==> src/rtl/tone_period_meter_if.sv <==
// tone_period_meter_if: result handshake bundle between the period meter and its consumer
//   period      inclk cycles between two consecutive rising edges
//   div_est     divider setting that would produce the measured period
//   meas_valid  result held until meas_ack
//   meas_ack    consumer accepts the current result
//   overrun     sticky: a result was dropped while meas_valid was high
//   timeout     sticky: no rising edge seen within the timeout window
interface tone_period_meter_if #(parameter int CNT_W = 32);
   logic [CNT_W-1:0] period;
   logic [CNT_W-1:0] div_est;
   logic             meas_valid;
   logic             meas_ack;
   logic             overrun;
   logic             timeout;
   modport master (output period, div_est, meas_valid, overrun, timeout, input meas_ack);
   modport slave (input period, div_est, meas_valid, overrun, timeout, output meas_ack);
endinterface

==> src/rtl/tone_period_meter.sv <==
// tone_period_meter: measures a square wave's period in inclk cycles and recovers its divider setting
//   inclk   clock
//   reset   synchronous, active-high
//   enable  1 = measure, 0 = idle and clear status (period/div_est held)
//   sig_in  asynchronous square wave under test
//   res     result handshake (period, div_est, meas_valid/meas_ack, overrun, timeout)
module tone_period_meter #(
   parameter int CNT_W       = 32,
   parameter int TIMEOUT     = 50_000_000,
   parameter int SYNC_STAGES = 2
) (
   input  logic inclk,
   input  logic reset,
   input  logic enable,
   input  logic sig_in,
   tone_period_meter_if.master res
);
   localparam logic [1:0] IDLE = 2'd0;
   localparam logic [1:0] ARM  = 2'd1;
   localparam logic [1:0] MEAS = 2'd2;
   localparam logic [CNT_W-1:0] ONE    = CNT_W'(1);
   localparam logic [CNT_W-1:0] TO_MAX = CNT_W'(TIMEOUT - 1);

   logic [SYNC_STAGES-1:0] sync_q, sync_d;
   logic                   prev_q, prev_d;
   logic [1:0]             state_q, state_d;
   logic [CNT_W-1:0]       cnt_q, cnt_d;
   logic [CNT_W-1:0]       period_q, period_d;
   logic [CNT_W-1:0]       div_est_q, div_est_d;
   logic                   valid_q, valid_d;
   logic                   overrun_q, overrun_d;
   logic                   timeout_q, timeout_d;
   logic                   rise;
   logic [CNT_W-1:0]       p;

   assign rise = sync_q[SYNC_STAGES-1] & ~prev_q;
   // the edge that ends a measurement counts as its last cycle
   assign p = cnt_q + ONE;

   always_comb begin
      sync_d    = {sync_q[SYNC_STAGES-2:0], sig_in};
      prev_d    = sync_q[SYNC_STAGES-1];
      state_d   = state_q;
      cnt_d     = cnt_q;
      period_d  = period_q;
      div_est_d = div_est_q;
      valid_d   = valid_q & ~res.meas_ack;
      overrun_d = overrun_q;
      timeout_d = timeout_q;
      if (!enable) begin
         state_d   = IDLE;
         cnt_d     = '0;
         valid_d   = 1'b0;
         overrun_d = 1'b0;
         timeout_d = 1'b0;
      end else begin
         case (state_q)
            IDLE: state_d = ARM;
            ARM: begin
               cnt_d   = rise ? '0 : cnt_q;
               state_d = rise ? MEAS : ARM;
            end
            MEAS: begin
               if (rise) begin
                  cnt_d = '0;
                  // an unacknowledged result is kept; the new one is dropped
                  if (valid_q && !res.meas_ack) begin
                     overrun_d = 1'b1;
                  end else begin
                     period_d  = p;
                     div_est_d = (p >> 1) - ONE;
                     valid_d   = 1'b1;
                  end
               end else if (cnt_q == TO_MAX) begin
                  timeout_d = 1'b1;
                  cnt_d     = '0;
                  state_d   = ARM;
               end else begin
                  cnt_d = p;
               end
            end
            default: state_d = IDLE;
         endcase
      end
   end

   always_ff @(posedge inclk) begin
      if (reset) begin
         sync_q    <= '0;
         prev_q    <= 1'b0;
         state_q   <= IDLE;
         cnt_q     <= '0;
         period_q  <= '0;
         div_est_q <= '0;
         valid_q   <= 1'b0;
         overrun_q <= 1'b0;
         timeout_q <= 1'b0;
      end else begin
         sync_q    <= sync_d;
         prev_q    <= prev_d;
         state_q   <= state_d;
         cnt_q     <= cnt_d;
         period_q  <= period_d;
         div_est_q <= div_est_d;
         valid_q   <= valid_d;
         overrun_q <= overrun_d;
         timeout_q <= timeout_d;
      end
   end

   assign res.period     = period_q;
   assign res.div_est    = div_est_q;
   assign res.meas_valid = valid_q;
   assign res.overrun    = overrun_q;
   assign res.timeout    = timeout_q;
endmodule

==> src/flat_wrapper.sv <==
// flat-port wrapper written by rule: the top's interface ports become plain ports
module tone_period_meter_flat 
#(
   parameter int CNT_W       = 32,
   parameter int TIMEOUT     = 50_000_000,
   parameter int SYNC_STAGES = 2
)
  (inclk, reset, enable, sig_in, res_period, res_div_est, res_meas_valid, res_overrun, res_timeout, res_meas_ack);
  tone_period_meter_if #(.CNT_W(CNT_W)) res_i ();
  input  logic inclk;
  input  logic reset;
  input  logic enable;
  input  logic sig_in;
  output wire logic [$bits(res_i.period)-1:0] res_period;
  output wire logic [$bits(res_i.div_est)-1:0] res_div_est;
  output wire logic [$bits(res_i.meas_valid)-1:0] res_meas_valid;
  output wire logic [$bits(res_i.overrun)-1:0] res_overrun;
  output wire logic [$bits(res_i.timeout)-1:0] res_timeout;
  input wire logic [$bits(res_i.meas_ack)-1:0] res_meas_ack;
  assign res_period = res_i.period;
  assign res_div_est = res_i.div_est;
  assign res_meas_valid = res_i.meas_valid;
  assign res_overrun = res_i.overrun;
  assign res_timeout = res_i.timeout;
  assign res_i.meas_ack = res_meas_ack;
  tone_period_meter #(.CNT_W(CNT_W), .TIMEOUT(TIMEOUT), .SYNC_STAGES(SYNC_STAGES)) u_core (.inclk(inclk), .reset(reset), .enable(enable), .sig_in(sig_in), .res(res_i));
endmodule
==> config.mk <==
export PLATFORM = sky130hd
export DESIGN_NAME = tone_period_meter_flat
export DESIGN_NICKNAME = d
export VERILOG_FILES = /design/src/rtl/tone_period_meter_if.sv /design/src/rtl/tone_period_meter.sv /design/src/flat_wrapper.sv
export SDC_FILE = /design/constraint.sdc
export NUM_CORES = 1
export LEC_CHECK = 0
export CORE_UTILIZATION = 31
export CTS_BUF_LIST = sky130_fd_sc_hd__clkbuf_8
export DETAILED_ROUTE_END_ITERATION = 8
export SETUP_SLACK_MARGIN = 0.3
export SLEW_MARGIN = 20
export SYNTH_ARGS = -nofsm -noshare
export SYNTH_HDL_FRONTEND = slang
export SYNTH_SLANG_ARGS = --single-unit
export TNS_END_PERCENT = 100
==> constraint.sdc <==
create_clock -name inclk -period 8.03 [get_ports inclk]
set_input_delay 2.0075 -clock inclk [delete_from_list [all_inputs] [get_ports inclk]]
set_output_delay 2.0075 -clock inclk [all_outputs]
set_load 0.005 [all_outputs]
==> results.rst <==
.. list-table::
   :header-rows: 1

   * - Metric
     - Value
   * - Post-Synthesis Cell Area
     - 0.00562 sq mm
   * - Setup slack at placement
     - 3.23 ns
   * - Die W
     - 137 um
   * - H-tree lvl count
     - 3
   * - Wire length of the first global-routing pass
     - 24300 um
   * - Synth Area in Compound Gates
     - 18.7%
   * - Fraction of synthesized cell area in xor and xnor cells
     - 7.46%
   * - Clock tree from TritonCTS
     - built
   * - Pwr/cell area
     - 141 mW/mm^2
   * - Post-Route Utilization
     - 37.5%
   * - # hold bufs at CTS
     - 0
   * - Clock Skews
     - 0.0125 ns
   * - Antenna violation net count after detailed routing
     - 0
   * - Clock slew seen by the registers of the worst setup and hold paths
     - 0.10 ns
   * - Die area
     - 0.0187 sq mm
   * - All-layer global routing usage
     - 16.6%
   * - Largest net degree at the start of global routing
     - 90
   * - Largest family of logic cells by synthesized area
     - simple AND/OR/NAND/NOR gates
   * - Leading cell type in the layout, fill and taps excluded
     - nor2_1
   * - Most used cells in the layout excluding fill and tap cells
     - 112 x nor2_1, 104 x dfxtp_1, 70 x clkdlybuf4s50_1
   * - Slew Viols, Final
     - 0
   * - Core Box Area
     - 0.0175 sq mm
   * - Max Cap Viol
     - 0
   * - 1st-iter DRT viols
     - 383
   * - Post-Syn Area per Cell
     - 8.04 sq um
   * - Element type at the critical path end
     - flop
   * - Final Hold Fails
     - 0
   * - Class of the tightest hold or removal check
     - flop to flop
   * - Maximum clock insertion buffer count
     - 2
   * - Net count after synthesis
     - 706
   * - Ports
     - 72
   * - Number of antenna violations at the first check in global routing
     - 0
   * - Root Buffer
     - clkbuf_8
   * - Final number of setup-violating endpoints
     - 0
   * - Area share of and/or/nand/nor cells after synthesis
     - 29.8%
   * - Final Critical Period
     - 4.36 ns
   * - Post-cts repair resize count
     - 0
   * - Worst setup path category
     - primary input to flop
   * - Mux contribution to synthesized area
     - 0.356%
   * - Outcome
     - complete, no violations
   * - Async S/R FF share, synth
     - 0%
   * - Synth warnings
     - 0
   * - Floorplan row count
     - 48
   * - GR Util met2
     - 24.2%
   * - Cell count after synthesis
     - 699
   * - Port buffer count
     - 71
   * - # DRC
     - 0
   * - Seq cells post-synth
     - 104
   * - Proportion of synthesized chip area in sequential cells
     - 37.0%
   * - Portion of the clock cycle consumed by the worst path in the final layout
     - 54.3%
   * - Share of post-route cells with drive strength above 1
     - 7.07%
   * - RD Place Congestion
     - 0.830
   * - Area delta synth->final
     - 16.5%
   * - Total Routed Length
     - 15100 um
   * - Arrival time at the worst endpoint
     - 4.68 ns
   * - Number of enable flip-flop cells after synthesis
     - 0
   * - Post-route worst setup slack
     - 3.67 ns
   * - Post-Synth Adder-Cell Area
     - 0.445%
   * - Total congestion overflow
     - 0
   * - Worst Path Max Fanout
     - 89
   * - VDD IR-drop max
     - 68.8 uV
   * - Clock Latency Late Sink
     - 0.40 ns
   * - Initial standard-cell utilization of the core
     - 32.2%
   * - Clock tree sinks
     - 104
   * - Crit path launch type
     - primary input
   * - Data required time of the critical path
     - 8.35 ns
   * - Worst Tran Pin Value
     - 1.08 ns
   * - Length of the first detailed-routing pass in iterations
     - 5
   * - Global-route met3 utilization
     - 3.00%
   * - RSZ-0062 raised after global routing
     - no
   * - Tightest slew margin relative to the limit
     - 28.0%
   * - NumNets Final
     - 737
   * - Ant diodes
     - 0
   * - Detailed placement HPWL
     - 10300 um
   * - Maximum clock frequency
     - 0.229 GHz
   * - Via count of the first global-routing pass
     - 4498
   * - Leakage power figure
     - 2.03 nW
   * - Most Crowded Layer GR
     - met1
   * - Setup TNS after final layout
     - 0 ns
   * - GR met1 Demand/Resource
     - 24.3%
   * - Setup Buffers After CTS
     - 0
   * - Total Power
     - 0.921 mW
   * - Count of cell types in the netlist
     - 71
   * - CTS Buf Count
     - 9
   * - Most used flip-flop cell after synthesis
     - dfxtp_1
   * - Average vias per placed instance
     - 5.29
   * - Average wire per cell in the routed design
     - 15.7 um
   * - Die Ht
     - 137 um
   * - Routed vias
     - 5081
## critical path: stages
cell	delay [ns]
clkdlybuf4s50_1	0.46
nand2b_1	0.19
and3_2	0.20
buf_4	0.61
nand2_1	0.57
o32a_1	0.49
o211ai_1	0.08
## path summary, 6_finish.rpt
check | startpoint | endpoint | cells after the start | slack, ns
setup / recovery | res_meas_ack | u_core.res.div_est[30] | 7 | 3.67
hold / removal | u_core.sync_q[0] | u_core.sync_q[1] | 1 | 0.45
setup reg to reg | u_core.cnt_q[0] | u_core.res.div_est[27] | 9 | 4.37
hold reg to reg | u_core.sync_q[0] | u_core.sync_q[1] | 1 | 0.45
## cell usage after synthesis, types with 3 or more instances
cell type	n	area [sq um]
nor2_1	113	424
dfxtp_1	104	2080
nand2_1	61	229
a21oi_1	57	285
clkbuf_1	32	120
a211oi_1	31	233
nand3_1	28	140
xnor2_1	27	236
nor3_1	24	120
o21ai_0	24	120
xor2_1	19	166
nand4_1	15	93.8
and3_1	10	62.6
a31oi_1	8	50.1
buf_2	7	35.0
inv_1	7	26.3
nor2b_1	7	43.8
nor4_1	7	43.8
a21o_1	6	45.0
and2_1	6	37.5
and4_1	6	52.6
buf_6	5	56.3
clkbuf_8	5	68.8
nor3_2	5	50.1
o211ai_1	5	37.5
or3_1	5	31.3
a22oi_1	4	30.0
o22ai_1	4	25.0
and3_2	3	22.5
buf_4	3	22.5
nand2b_1	3	18.8
nand3_4	3	52.6
o22a_1	3	26.3
o311ai_1	3	26.3
## layout make-up
class	count	area, sq um
clock buffer	10	138
clock inverter	6	91.3
fill	1826	10900
inverter	7	26.3
multi-input combinational	533	3190
sequential	104	2080
tap	225	282
timing repair buffer	75	736
## cells by family (layout without fill, tap and decap cells)
group,Yosys count,count (layout)
multiplexers,2,2
XOR/XNOR,47,47
AND/OR/NAND/NOR,319,319
flip-flops,104,104
AO/OA/AOI/OAI,163,163
buffers and inverters,62,98
adder cells (fa/ha/maj),2,2
## per-layer routing
metal	routed length, um	part of all wire [%]
met3	983	6.5
met2	6560	43
met5	0	0
met1	7380	49
met4	178	1.2
## power breakdown
group | internal, mW | switching [mW] | leakage, nW | total, mW
clock network | 0.186 | 0.200 | 0.117 | 0.386
logic | 0.00469 | 0.0136 | 1.08 | 0.0183
registers | 0.517 | 0.000663 | 0.838 | 0.517
total | 0.707 | 0.214 | 2.03 | 0.921
## flip-flops by register name, summed over array words and instances, names as in the netlist
signal                 flops
u_core.cnt_q              32
u_core.prev_q              1
u_core.sync_q              2
u_core.res.overrun         1
u_core.res.period         32
u_core.res.div_est        32
u_core.res.meas_valid      1
u_core.state_q             2
u_core.res.timeout         1
## through the flow
| stage | instance area [sq um] | hold WS [ns] | cells |
|---|---|---|---|
| final | 6550 | 0.454 | 960 |
| after global routing | 6550 | 0.475 | 960 |
| after CTS | 6550 | 0.459 | 960 |
| after detailed placement | 6320 | 0.433 | 944 |
| after global placement | 6320 | 0.440 | 944 |
| after floorplan | 5620 | 0.414 | 699 |
(Power assumes the default switching activity.)
